===== config.mk =====
export PLATFORM = sky130hd
export DESIGN_NAME = alu_rs_param
export DESIGN_NICKNAME = d
export VERILOG_FILES = /design/src/rtl/alu_rs_pkg.sv /design/src/rtl/alu_rs_exec.sv /design/src/rtl/alu_rs_param.sv
export SDC_FILE = /design/constraint.sdc
export NUM_CORES = 2
export LEC_CHECK = 0
export ABC_AREA = 1
export CAP_MARGIN = 20
export CORE_UTILIZATION = 35
export DETAILED_ROUTE_END_ITERATION = 10
export GPL_ROUTABILITY_DRIVEN = 0
export PLACE_DENSITY_LB_ADDON = 0.05
export SETUP_SLACK_MARGIN = 0.2
export SYNTH_ARGS = -nofsm -noshare
export SYNTH_HDL_FRONTEND = slang
export SYNTH_HIERARCHICAL = 1
export SYNTH_SLANG_ARGS = --single-unit

===== constraint.sdc =====
create_clock -name clock -period 6.8 [get_ports clock]
set_clock_uncertainty 0.05 [all_clocks]
set_input_delay 2.04 -clock clock [delete_from_list [all_inputs] [get_ports clock]]
set_output_delay 2.04 -clock clock [all_outputs]
set_load 0.02 [all_outputs]

===== src/rtl/alu_rs_pkg.sv =====
// Shared opcode/funct3 constants and the reservation-station entry layout
// for the ALU reservation station (default 32-bit data, 6-bit ROB tag).
package alu_rs_pkg;

  localparam logic [6:0] CALC_OP     = 7'b0110011;
  localparam logic [6:0] CALC_IMM_OP = 7'b0010011;
  localparam logic [6:0] LUI_OP      = 7'b0110111;
  localparam logic [6:0] AUIPC_OP    = 7'b0010111;

  localparam logic [2:0] F3_ADD  = 3'b000;
  localparam logic [2:0] F3_SLL  = 3'b001;
  localparam logic [2:0] F3_SLT  = 3'b010;
  localparam logic [2:0] F3_SLTU = 3'b011;
  localparam logic [2:0] F3_XOR  = 3'b100;
  localparam logic [2:0] F3_SRL  = 3'b101;
  localparam logic [2:0] F3_OR   = 3'b110;
  localparam logic [2:0] F3_AND  = 3'b111;

  localparam int RS_XLEN  = 32;
  localparam int RS_TAG_W = 6;

  // Default-width entry; the station mirrors this layout at its own XLEN/TAG_W.
  typedef struct packed {
    logic                valid;
    logic [RS_TAG_W-1:0] rob;
    logic [6:0]          op;
    logic [2:0]          sub;
    logic                flag;
    logic [RS_XLEN-1:0]  data1;
    logic [RS_XLEN-1:0]  data2;
    logic                q1_busy;
    logic [RS_TAG_W-1:0] q1;
    logic                q2_busy;
    logic [RS_TAG_W-1:0] q2;
  } rs_entry_t;

endpackage


===== src/rtl/alu_rs_exec.sv =====
// Combinational integer ALU for the reservation station: CalcOp/CalcImmOp
// by funct3, LUI/AUIPC pass data2 through, anything else yields zero.
module alu_rs_exec
  import alu_rs_pkg::*;
#(
  parameter int XLEN = 32
) (
  input  logic [6:0]      i_op,
  input  logic [2:0]      i_sub,
  input  logic            i_flag,
  input  logic [XLEN-1:0] i_a,
  input  logic [XLEN-1:0] i_b,
  output logic [XLEN-1:0] o_result
);
  localparam int SHW = $clog2(XLEN);

  logic [SHW-1:0] w_sh;

  always_comb begin
    w_sh     = i_b[SHW-1:0];
    o_result = '0;
    case (i_op)
      CALC_OP, CALC_IMM_OP: begin
        case (i_sub)
          F3_ADD:  o_result = (i_flag && i_op == CALC_OP) ? i_a - i_b : i_a + i_b;
          F3_SLL:  o_result = i_a << w_sh;
          F3_SLT:  o_result = XLEN'($signed(i_a) < $signed(i_b));
          F3_SLTU: o_result = XLEN'(i_a < i_b);
          F3_XOR:  o_result = i_a ^ i_b;
          F3_SRL: begin
            // kept as if/else so the arithmetic shift stays in signed context
            if (i_flag) o_result = $signed(i_a) >>> w_sh;
            else        o_result = i_a >> w_sh;
          end
          F3_OR:   o_result = i_a | i_b;
          F3_AND:  o_result = i_a & i_b;
          default: o_result = '0;
        endcase
      end
      LUI_OP, AUIPC_OP: o_result = i_b;
      default:          o_result = '0;
    endcase
  end

endmodule


===== src/rtl/alu_rs_param.sv =====
// Parametrised ALU reservation station: N_CDB snoop, oldest-ready issue via
// age matrix, one-slot output buffer. Option: ALU_RS_WAKE_BYPASS_EN.
module alu_rs_param
  import alu_rs_pkg::*;
#(
  parameter int DEPTH = 4,
  parameter int XLEN  = 32,
  parameter int TAG_W = 6,
  parameter int N_CDB = 2
) (
  input  logic                       clock,
  input  logic                       reset,
  input  logic                       flush,
  input  logic                       disp_valid,
  output logic                       disp_ready,
  input  logic [TAG_W-1:0]           disp_rob,
  input  logic [6:0]                 disp_op,
  input  logic [2:0]                 disp_sub,
  input  logic                       disp_flag,
  input  logic [XLEN-1:0]            disp_data1,
  input  logic [XLEN-1:0]            disp_data2,
  input  logic                       disp_q1_busy,
  input  logic                       disp_q2_busy,
  input  logic [TAG_W-1:0]           disp_q1,
  input  logic [TAG_W-1:0]           disp_q2,
  input  logic [N_CDB-1:0]           cdb_valid,
  input  logic [N_CDB*TAG_W-1:0]     cdb_rob,
  input  logic [N_CDB*XLEN-1:0]      cdb_data,
  output logic                       out_valid,
  input  logic                       out_ready,
  output logic [TAG_W-1:0]           out_rob,
  output logic [XLEN-1:0]            out_data,
  output logic [$clog2(DEPTH+1)-1:0] free_count
);
  localparam int CW = $clog2(DEPTH+1);
  localparam int IW = $clog2(DEPTH);

  typedef struct packed {
    logic             valid;
    logic [TAG_W-1:0] rob;
    logic [6:0]       op;
    logic [2:0]       sub;
    logic             flag;
    logic [XLEN-1:0]  data1;
    logic [XLEN-1:0]  data2;
    logic             q1_busy;
    logic [TAG_W-1:0] q1;
    logic             q2_busy;
    logic [TAG_W-1:0] q2;
  } entry_t;

  entry_t           r_ent     [DEPTH];
  entry_t           w_nxt     [DEPTH];
  logic [DEPTH-1:0] r_age     [DEPTH];
  logic [DEPTH-1:0] w_age_nxt [DEPTH];
  logic             r_out_valid;
  logic [TAG_W-1:0] r_out_rob;
  logic [XLEN-1:0]  r_out_data;

  logic [CW-1:0]    w_free;
  logic [IW-1:0]    w_alloc;
  logic             w_disp_ready, w_disp;
  logic             w_d_b1, w_d_b2, w_d_hit1, w_d_hit2;
  logic [XLEN-1:0]  w_d_data1, w_d_data2;
  logic [DEPTH-1:0] w_wake1, w_wake2, w_ready, w_sel;
  logic [XLEN-1:0]  w_wdata1 [DEPTH];
  logic [XLEN-1:0]  w_wdata2 [DEPTH];
  logic [XLEN-1:0]  w_opa    [DEPTH];
  logic [XLEN-1:0]  w_opb    [DEPTH];
  logic             w_issue;
  logic [6:0]       w_x_op;
  logic [2:0]       w_x_sub;
  logic             w_x_flag;
  logic [XLEN-1:0]  w_x_a, w_x_b, w_x_res;
  logic [TAG_W-1:0] w_x_rob;

  always_comb begin
    w_free  = '0;
    w_alloc = '0;
    for (int i = DEPTH - 1; i >= 0; i--) begin
      if (!r_ent[i].valid) begin
        w_free  = w_free + CW'(1);
        w_alloc = IW'(i);
      end
    end
    w_disp_ready = (w_free != '0);
    w_disp       = disp_valid && w_disp_ready && !flush;
  end

  // Immediate forms never wait on rs2; LUI/AUIPC wait on nothing.
  always_comb begin
    w_d_b1    = disp_q1_busy && !(disp_op == LUI_OP || disp_op == AUIPC_OP);
    w_d_b2    = disp_q2_busy && !(disp_op == CALC_IMM_OP || disp_op == LUI_OP ||
                                  disp_op == AUIPC_OP);
    w_d_hit1  = 1'b0;
    w_d_hit2  = 1'b0;
    w_d_data1 = disp_data1;
    w_d_data2 = disp_data2;
    for (int k = N_CDB - 1; k >= 0; k--) begin
      if (w_d_b1 && cdb_valid[k] && cdb_rob[k*TAG_W +: TAG_W] == disp_q1) begin
        w_d_hit1  = 1'b1;
        w_d_data1 = cdb_data[k*XLEN +: XLEN];
      end
      if (w_d_b2 && cdb_valid[k] && cdb_rob[k*TAG_W +: TAG_W] == disp_q2) begin
        w_d_hit2  = 1'b1;
        w_d_data2 = cdb_data[k*XLEN +: XLEN];
      end
    end
  end

  // Descending scan so the lowest matching channel is the one kept.
  always_comb begin
    for (int i = 0; i < DEPTH; i++) begin
      w_wake1[i]  = 1'b0;
      w_wake2[i]  = 1'b0;
      w_wdata1[i] = '0;
      w_wdata2[i] = '0;
      for (int k = N_CDB - 1; k >= 0; k--) begin
        if (r_ent[i].valid && r_ent[i].q1_busy && cdb_valid[k] &&
            cdb_rob[k*TAG_W +: TAG_W] == r_ent[i].q1) begin
          w_wake1[i]  = 1'b1;
          w_wdata1[i] = cdb_data[k*XLEN +: XLEN];
        end
        if (r_ent[i].valid && r_ent[i].q2_busy && cdb_valid[k] &&
            cdb_rob[k*TAG_W +: TAG_W] == r_ent[i].q2) begin
          w_wake2[i]  = 1'b1;
          w_wdata2[i] = cdb_data[k*XLEN +: XLEN];
        end
      end
      w_opa[i] = w_wake1[i] ? w_wdata1[i] : r_ent[i].data1;
      w_opb[i] = w_wake2[i] ? w_wdata2[i] : r_ent[i].data2;
`ifdef ALU_RS_WAKE_BYPASS_EN
      w_ready[i] = r_ent[i].valid && (!r_ent[i].q1_busy || w_wake1[i]) &&
                   (!r_ent[i].q2_busy || w_wake2[i]);
`else
      w_ready[i] = r_ent[i].valid && !r_ent[i].q1_busy && !r_ent[i].q2_busy;
`endif
    end
  end

  // r_age[j][i] set means entry j was dispatched before entry i.
  always_comb begin
    w_x_op   = '0;
    w_x_sub  = '0;
    w_x_flag = 1'b0;
    w_x_a    = '0;
    w_x_b    = '0;
    w_x_rob  = '0;
    for (int i = 0; i < DEPTH; i++) begin
      w_sel[i] = w_ready[i];
      for (int j = 0; j < DEPTH; j++) begin
        if (j != i && w_ready[j] && r_age[j][i]) w_sel[i] = 1'b0;
      end
      if (w_sel[i]) begin
        w_x_op   = r_ent[i].op;
        w_x_sub  = r_ent[i].sub;
        w_x_flag = r_ent[i].flag;
        w_x_a    = w_opa[i];
        w_x_b    = w_opb[i];
        w_x_rob  = r_ent[i].rob;
      end
    end
    w_issue = (|w_ready) && (!r_out_valid || out_ready);
  end

  alu_rs_exec #(.XLEN(XLEN)) u_exec (
    .i_op     (w_x_op),
    .i_sub    (w_x_sub),
    .i_flag   (w_x_flag),
    .i_a      (w_x_a),
    .i_b      (w_x_b),
    .o_result (w_x_res)
  );

  always_comb begin
    for (int i = 0; i < DEPTH; i++) begin
      w_nxt[i]     = r_ent[i];
      w_age_nxt[i] = r_age[i];
      if (w_issue && w_sel[i]) begin
        w_nxt[i].valid = 1'b0;
      end else begin
        if (w_wake1[i]) begin
          w_nxt[i].q1_busy = 1'b0;
          w_nxt[i].data1   = w_wdata1[i];
        end
        if (w_wake2[i]) begin
          w_nxt[i].q2_busy = 1'b0;
          w_nxt[i].data2   = w_wdata2[i];
        end
      end
    end
    if (w_disp) begin
      w_nxt[w_alloc].valid   = 1'b1;
      w_nxt[w_alloc].rob     = disp_rob;
      w_nxt[w_alloc].op      = disp_op;
      w_nxt[w_alloc].sub     = disp_sub;
      w_nxt[w_alloc].flag    = disp_flag;
      w_nxt[w_alloc].data1   = w_d_data1;
      w_nxt[w_alloc].data2   = w_d_data2;
      w_nxt[w_alloc].q1_busy = w_d_b1 && !w_d_hit1;
      w_nxt[w_alloc].q1      = disp_q1;
      w_nxt[w_alloc].q2_busy = w_d_b2 && !w_d_hit2;
      w_nxt[w_alloc].q2      = disp_q2;
      for (int j = 0; j < DEPTH; j++) begin
        w_age_nxt[w_alloc][j] = 1'b0;
        if (j != int'(w_alloc)) w_age_nxt[j][w_alloc] = 1'b1;
      end
    end
  end

  always_ff @(posedge clock) begin
    if (reset) begin
      for (int i = 0; i < DEPTH; i++) begin
        r_ent[i] <= '0;
        r_age[i] <= '0;
      end
      r_out_valid <= 1'b0;
      r_out_rob   <= '0;
      r_out_data  <= '0;
    end else if (flush) begin
      for (int i = 0; i < DEPTH; i++) r_ent[i].valid <= 1'b0;
      r_out_valid <= 1'b0;
    end else begin
      r_ent <= w_nxt;
      r_age <= w_age_nxt;
      if (w_issue) begin
        r_out_valid <= 1'b1;
        r_out_rob   <= w_x_rob;
        r_out_data  <= w_x_res;
      end else if (out_ready) begin
        r_out_valid <= 1'b0;
      end
    end
  end

  assign disp_ready = w_disp_ready;
  assign free_count = w_free;
  assign out_valid  = r_out_valid;
  assign out_rob    = r_out_rob;
  assign out_data   = r_out_data;

endmodule


-- Yosys cells after proc, flatten, opt, wreduce, memory -nomap -nowiden
Cells that the tools add are included.
- $add $sub $neg: 5
- $mul: 0
- divide/modulo/power cells: 0
- $lt $le $gt $ge: 6
- equal/unequal tests: 37
- shift operators: 3
- mux-type cells: 169
- bitwise gates (word level): 17
- reduce and logical (&&, ||, !) cells: 110
- operator list (operator ; number):
    $bwmux 384 ; 11
    $demux 96 s2 ; 11
    $mux 32 ; 38
    $mux 384 ; 1
    $mux 65 ; 4
    $pmux 32 s8 ; 1
    $eq 6x6->1 ; 20
    $mux 96 ; 1
    $mux 95 ; 1
    $mux 89 ; 1
    $logic_and 1x1->1 ; 82
    $mux 82 ; 1
    $mux 79 ; 1
    $mux 78 ; 1
    $and 16x16->16 ; 4
    $lt 32x32->1 ; 2
    $not 16->16 ; 4
    $pmux 32 s2 ; 1
    $mux 1 ; 57
    $mux 46 ; 1
    $mux 7 ; 5
    $add 32x32->32 ; 1
    $and 32x32->32 ; 1
    $demux 4 s2 ; 4
    36 further kinds ; 93
- bits in registers: 439
- bits in latches: 0
- memory bits (writable): 0
- ROM bits: 0
- input bits: 178
- output and inout bits: 43
- logic and storage cells: 398
- memories: 0

-- Depth between registers and ports, before layout
- depth in word-level cells: 25
- mapped depth: 38
- gate-level depth less buffers: 34

-- Hierarchy
Netlist, hierarchy kept.
- by module, submodules not included (module ; times used ; cells an instance ; area each (um^2) ; sequential area each (um^2)):
    alu_rs_param ; 1 ; 5479 ; 31742.9 ; 8708.4
    alu_rs_exec ; 1 ; 2155 ; 10385.0 ; 0.0

-- Least setup slack after synthesis
OpenSTA, ideal clock, no wires.
- path kind: input to register
- from: input cdb_rob[9]
- to: register r_out_data[15] (netlist: out_data[15])
- library setup time: 0.116 ns
- arrival time: 5.477 ns
- required time: 6.634 ns
- setup slack: 1.157 ns
- stages: 35
- buffers on the path: 7
- cells stage by stage: buf_4 > inv_2 > buf_6 > nand2_1 > nand2_1 > a21oi_1 > nand3_1 > nand2_1 > buf_2 > nand3_1 > nand3b_1 > nand3_1 > nand2_1 > nand2_1 > buf_2 > inv_1 > buf_2 > buf_2 > ha_1 > buf_2 > nor2_1 > nand2_1 > inv_1 > nand2_1 > nand2_1 > nand2_1 > nand2_1 > nand2_1 > o21ai_0 > xor2_1 > nand2_1 > nand2_1 > nand2_1 > nor2_1 > nor2_1
- word-level cells in the longest chain between the ends: 13
- elaborated cells between the ends (all ways): 76
- classes of those cells: add/sub: 2; eq/ne: 8; shift: 3; mux: 52; bitwise: 3; reduce/logical: 8
- RTL lines (element ; line ; text):
    start, declared ; alu_rs_param.sv:27 ; input logic [N_CDB*TAG_W-1:0] cdb_rob,
    $eq 6x6->1 ; alu_rs_param.sv:125 ; cdb_rob[k*TAG_W +: TAG_W] == r_ent[i].q2) begin
    $logic_and 1x1->1 ; alu_rs_param.sv:124 ; if (r_ent[i].valid && r_ent[i].q2_busy && cdb_valid[k] &&
    $mux 32 or $mux 1 (tied branches) (2 in a row) ; alu_rs_param.sv:124 ;
    $mux 32 ; alu_rs_param.sv:131 ; w_opb[i] = w_wake2[i] ? w_wdata2[i] : r_ent[i].data2;
    $mux 32 (3 in a row) ; alu_rs_param.sv:154 ; if (w_sel[i]) begin
    $mux 32 * ; alu_rs_param.sv:154 ;
    via w_x_b[3] ; alu_rs_param.sv:74 ; logic [XLEN-1:0] w_x_a, w_x_b, w_x_res;
    $add 32x32->32, or another cell as far along ; alu_rs_exec.sv:25 ; F3_ADD: o_result = (i_flag && i_op == CALC_OP) ? i_a - i_b : i_a + i_b;
    $mux 32, on equally long branches ; alu_rs_exec.sv:25, alu_rs_exec.sv:32 ;
    $pmux 32 s8 * ; alu_rs_exec.sv:24 ; case (i_sub)
    $pmux 32 s2 * ; alu_rs_exec.sv:22 ; case (i_op)
    via w_x_res[15] ; alu_rs_param.sv:74 ;
    end signal, assigned ; alu_rs_param.sv:229 ; r_out_data <= w_x_res;
    end, declared ; alu_rs_param.sv:58 ; logic [XLEN-1:0] r_out_data;
The timed path passes the listed nets; every way through them passes the cells marked *.
A chain may end at the register's enable or synchronous reset.

-- Worst setup path after layout
- from: input cdb_rob[4]
- to: register r_out_data[6] (netlist: out_data[6])
- word-level cells in the longest chain between the ends: 12
- elaborated cells between the ends (all ways): 60
- classes of those cells: add/sub: 2; eq/ne: 8; shift: 3; mux: 36; bitwise: 3; reduce/logical: 8
- RTL lines (element ; line):
    $eq 6x6->1 ; alu_rs_param.sv:125
    $logic_and 1x1->1 ; alu_rs_param.sv:124
    $mux 32 or $mux 1 (tied branches) ; alu_rs_param.sv:124
    $mux 32 ; alu_rs_param.sv:131
    $mux 32 (3 in a row) ; alu_rs_param.sv:154
    $mux 32 * ; alu_rs_param.sv:154
    via w_x_b[5] ; alu_rs_param.sv:74
    $add 32x32->32 or $sub 32x32->32 (tied branches) ; alu_rs_exec.sv:25
    $mux 32 * ; alu_rs_exec.sv:25
    $pmux 32 s8 * ; alu_rs_exec.sv:24
    $pmux 32 s2 * ; alu_rs_exec.sv:22
    via w_x_res[6] ; alu_rs_param.sv:74
Marks and branches as above.

==> results.json <==
{
  "path_class": "in2reg",
  "timing.final.crit_share_pct": 94.0,
  "whs_ns": 0.397,
  "grt.total_usage_pct": 38.5,
  "crit_arrival_ns": 6.92,
  "syn_area_per_cell_um2": 5.52,
  "core_area_mm2": 0.119,
  "dpl.hpwl_um": 180000,
  "final_area_mm2": 0.0533,
  "drc_errors": 0,
  "period_needed_ns": 6.39,
  "synth-async-reset-ratio_pct": 0,
  "clock_sinks": 435,
  "htreeDepth": 2,
  "cts_inserted_buffers": 57,
  "seq_area_frac_synth_pct": 20.7,
  "power.density_mw_per_mm2": 135,
  "wl_per_cell_um": 24.6,
  "start_util_pct": 35.5,
  "crit_required_ns": 7.33,
  "overflow": 0,
  "fmax_mhz": 156,
  "synth_warnings": 6,
  "grt_pass1_wl_um": 349000,
  "die_x_um": 349,
  "ir_drop_mv": 0.214,
  "path_common_cell": "nand2_1",
  "ios": 221,
  "clockBufferDepth": 3,
  "synth-main-ff-cell": "dfxtp_1",
  "outcome": "completed",
  "clk_latency_ns": 0.72,
  "drt-vias-per-instance": 5.70,
  "drt_first_pass_iters": 8,
  "wirelength_um": 242000,
  "end_kind": "flop",
  "placed_area_mm2": 0.0512,
  "rows": 126,
  "grt_antenna_before_repair": 8,
  "cp_slowest_stage_delay_ns": 0.65,
  "startpoint_type": "primary input",
  "slowest_stage": "clkdlybuf4s50_1",
  "layout_common_cells": "nand2_1, nand3_1, buf_4",
  "path_clk_slew_ns": 0.07,
  "cts_tree": "done",
  "ys_types": 59,
  "mostFrequentLayoutCell": "nand2_1",
  "synthesis.nets": 7915,
  "drive_above_1_share_pct": 12.9,
  "maxSlewViolCount": 0,
  "final_antenna_net_count": 0,
  "worstMarginPinSlew_ns": 1.06,
  "hold_violations": 0,
  "cap_viol_max_count": 0,
  "synth_edf_count": 0,
  "max-slew-margin-rel_pct": 28.6,
  "grt_setup_unrepaired": "yes",
  "cp_num_buf_inv": 11,
  "ys_ff_latch": 435,
  "dieArea_mm2": 0.122,
  "power.leakage_nw": 26.3,
  "syn2layout_area_growth_pct": 26.5,
  "syn_area_mm2": 0.0421,
  "fp.dieH_um": 349,
  "hp-class": "reg2reg",
  "cp_top_family": "buffers and inverters",
  "final_core_util_pct": 44.9,
  "drtIter0Drc": 7192,
  "vias": 56198,
  "numPortBuffers": 220,
  "power_mw": 7.21,
  "cts_root_buf": "clkbuf_16",
  "syn-instance-count": 7634,
  "grt_max_degree": 107,
  "fin_nets": 8487,
  "grt_pass1_vias": 51630,
  "path_max_fanout": 30,
  "setup_viol": 0
}
==> final timing paths <==
| path | end | slack, ns | cells after the start | from |
|---|---|---|---|---|
| setup / recovery | out_data[6] | 0.41 | 32 | cdb_rob[4] |
| hold / removal | r_ent[247] | 0.40 | 2 | r_ent[247] |
| setup reg to reg | out_data[6] | 1.42 | 26 | r_ent[383] |
| hold reg to reg | r_ent[247] | 0.40 | 2 | r_ent[247] |
==> synthesized netlist by cell type, types with 8 or more instances <==
| cell | count | area (um^2) |
|---|---|---|
| dfxtp_1 | 435 | 8710 |
| nor2_1 | 485 | 1820 |
| and2_1 | 17 | 106 |
| o21a_1 | 8 | 60.1 |
| clkbuf_2 | 19 | 95.1 |
| xor2_1 | 26 | 228 |
| o21bai_1 | 8 | 60.1 |
| a21oi_1 | 256 | 1280 |
| buf_6 | 22 | 248 |
| nand2_1 | 2642 | 9920 |
| nand4_1 | 105 | 657 |
| nand2_2 | 8 | 50.1 |
| inv_2 | 28 | 105 |
| o21ai_1 | 51 | 255 |
| nor3_1 | 28 | 140 |
| ha_1 | 101 | 1260 |
| nor2_4 | 9 | 101 |
| xnor2_1 | 22 | 193 |
| nand3_2 | 31 | 310 |
| nand3b_1 | 107 | 803 |
| o22ai_1 | 17 | 106 |
| clkbuf_1 | 176 | 661 |
| nand3_1 | 1750 | 8760 |
| o211ai_1 | 59 | 443 |
| buf_2 | 226 | 1130 |
| a211oi_1 | 15 | 113 |
| buf_1 | 37 | 139 |
| inv_1 | 596 | 2240 |
| o21ai_0 | 229 | 1150 |
| or2_2 | 13 | 81.3 |
| buf_4 | 38 | 285 |
| nor2_2 | 13 | 81.3 |
==> logic make-up after synthesis <==
kind of cell | count (synthesis) | synth area share (%)
adder cells (fa/ha/maj) | 103 | 3.09
XOR/XNOR | 50 | 1.08
multiplexers | 1 | 0.0238
buffers and inverters | 1148 | 11.7
AND/OR/NAND/NOR | 5233 | 54.8
AO/OA/AOI/OAI | 664 | 8.65
flip-flops | 435 | 20.7
==> worst reg2reg max path: cells and delay by family (launching register included) <==
family          cells  cell delay, ns
buf+inv             7            1.53
simple gates       14            1.77
fa+ha+maj           2            0.60
flops               1            0.63
compound gates      3            0.69
==> final cells by class <==
cell class,instances,area (um^2)
Antenna cell,6,15.0
Clock buffer,88,1740
Clock inverter,19,293
Fill cell,12943,65400
Inverter,630,2380
Multi-Input combinational cell,6051,28600
Sequential cell,435,8710
Tap cell,1600,2000
Timing Repair Buffer,1031,9490
==> routing by layer <==
metal  global-route usage [%]  vias up  share of wire [%]
met5                        0        -              0.017
met2                     58.3     3178                 42
met3                     8.03      680                 11
met1                     49.4    26233                 40
met4                     24.3        6                7.1
li1                         -    26101                  -
==> through the flow <==
stage          cells  TNS (ns)  worst slack [ns]
6_report        9860         0             0.408
4_1_cts         9854         0             0.388
5_1_grt         9858         0             0.150
3_5_place_dp    9747     -3.47            -0.310
3_3_place_gp    9747     -3.28            -0.289
2_1_floorplan   7634         0              1.16
==> power breakdown <==
group          internal (mW)  leakage (nW)  switching (mW)
Clock                   1.99          1.01            1.45
Combinational          0.382          21.8           0.757
Sequential              2.60          3.52          0.0355
Total                   4.97          26.3            2.25
==> repair_timing <==
action | 4_1_cts | 5_1_grt
buffers inserted | 0 | 0
gates resized for setup | 0 | 12
hold buffers | 0 | 0
setup endpoints to repair | 0 | 16
Power figures use the tool's default switching activity.
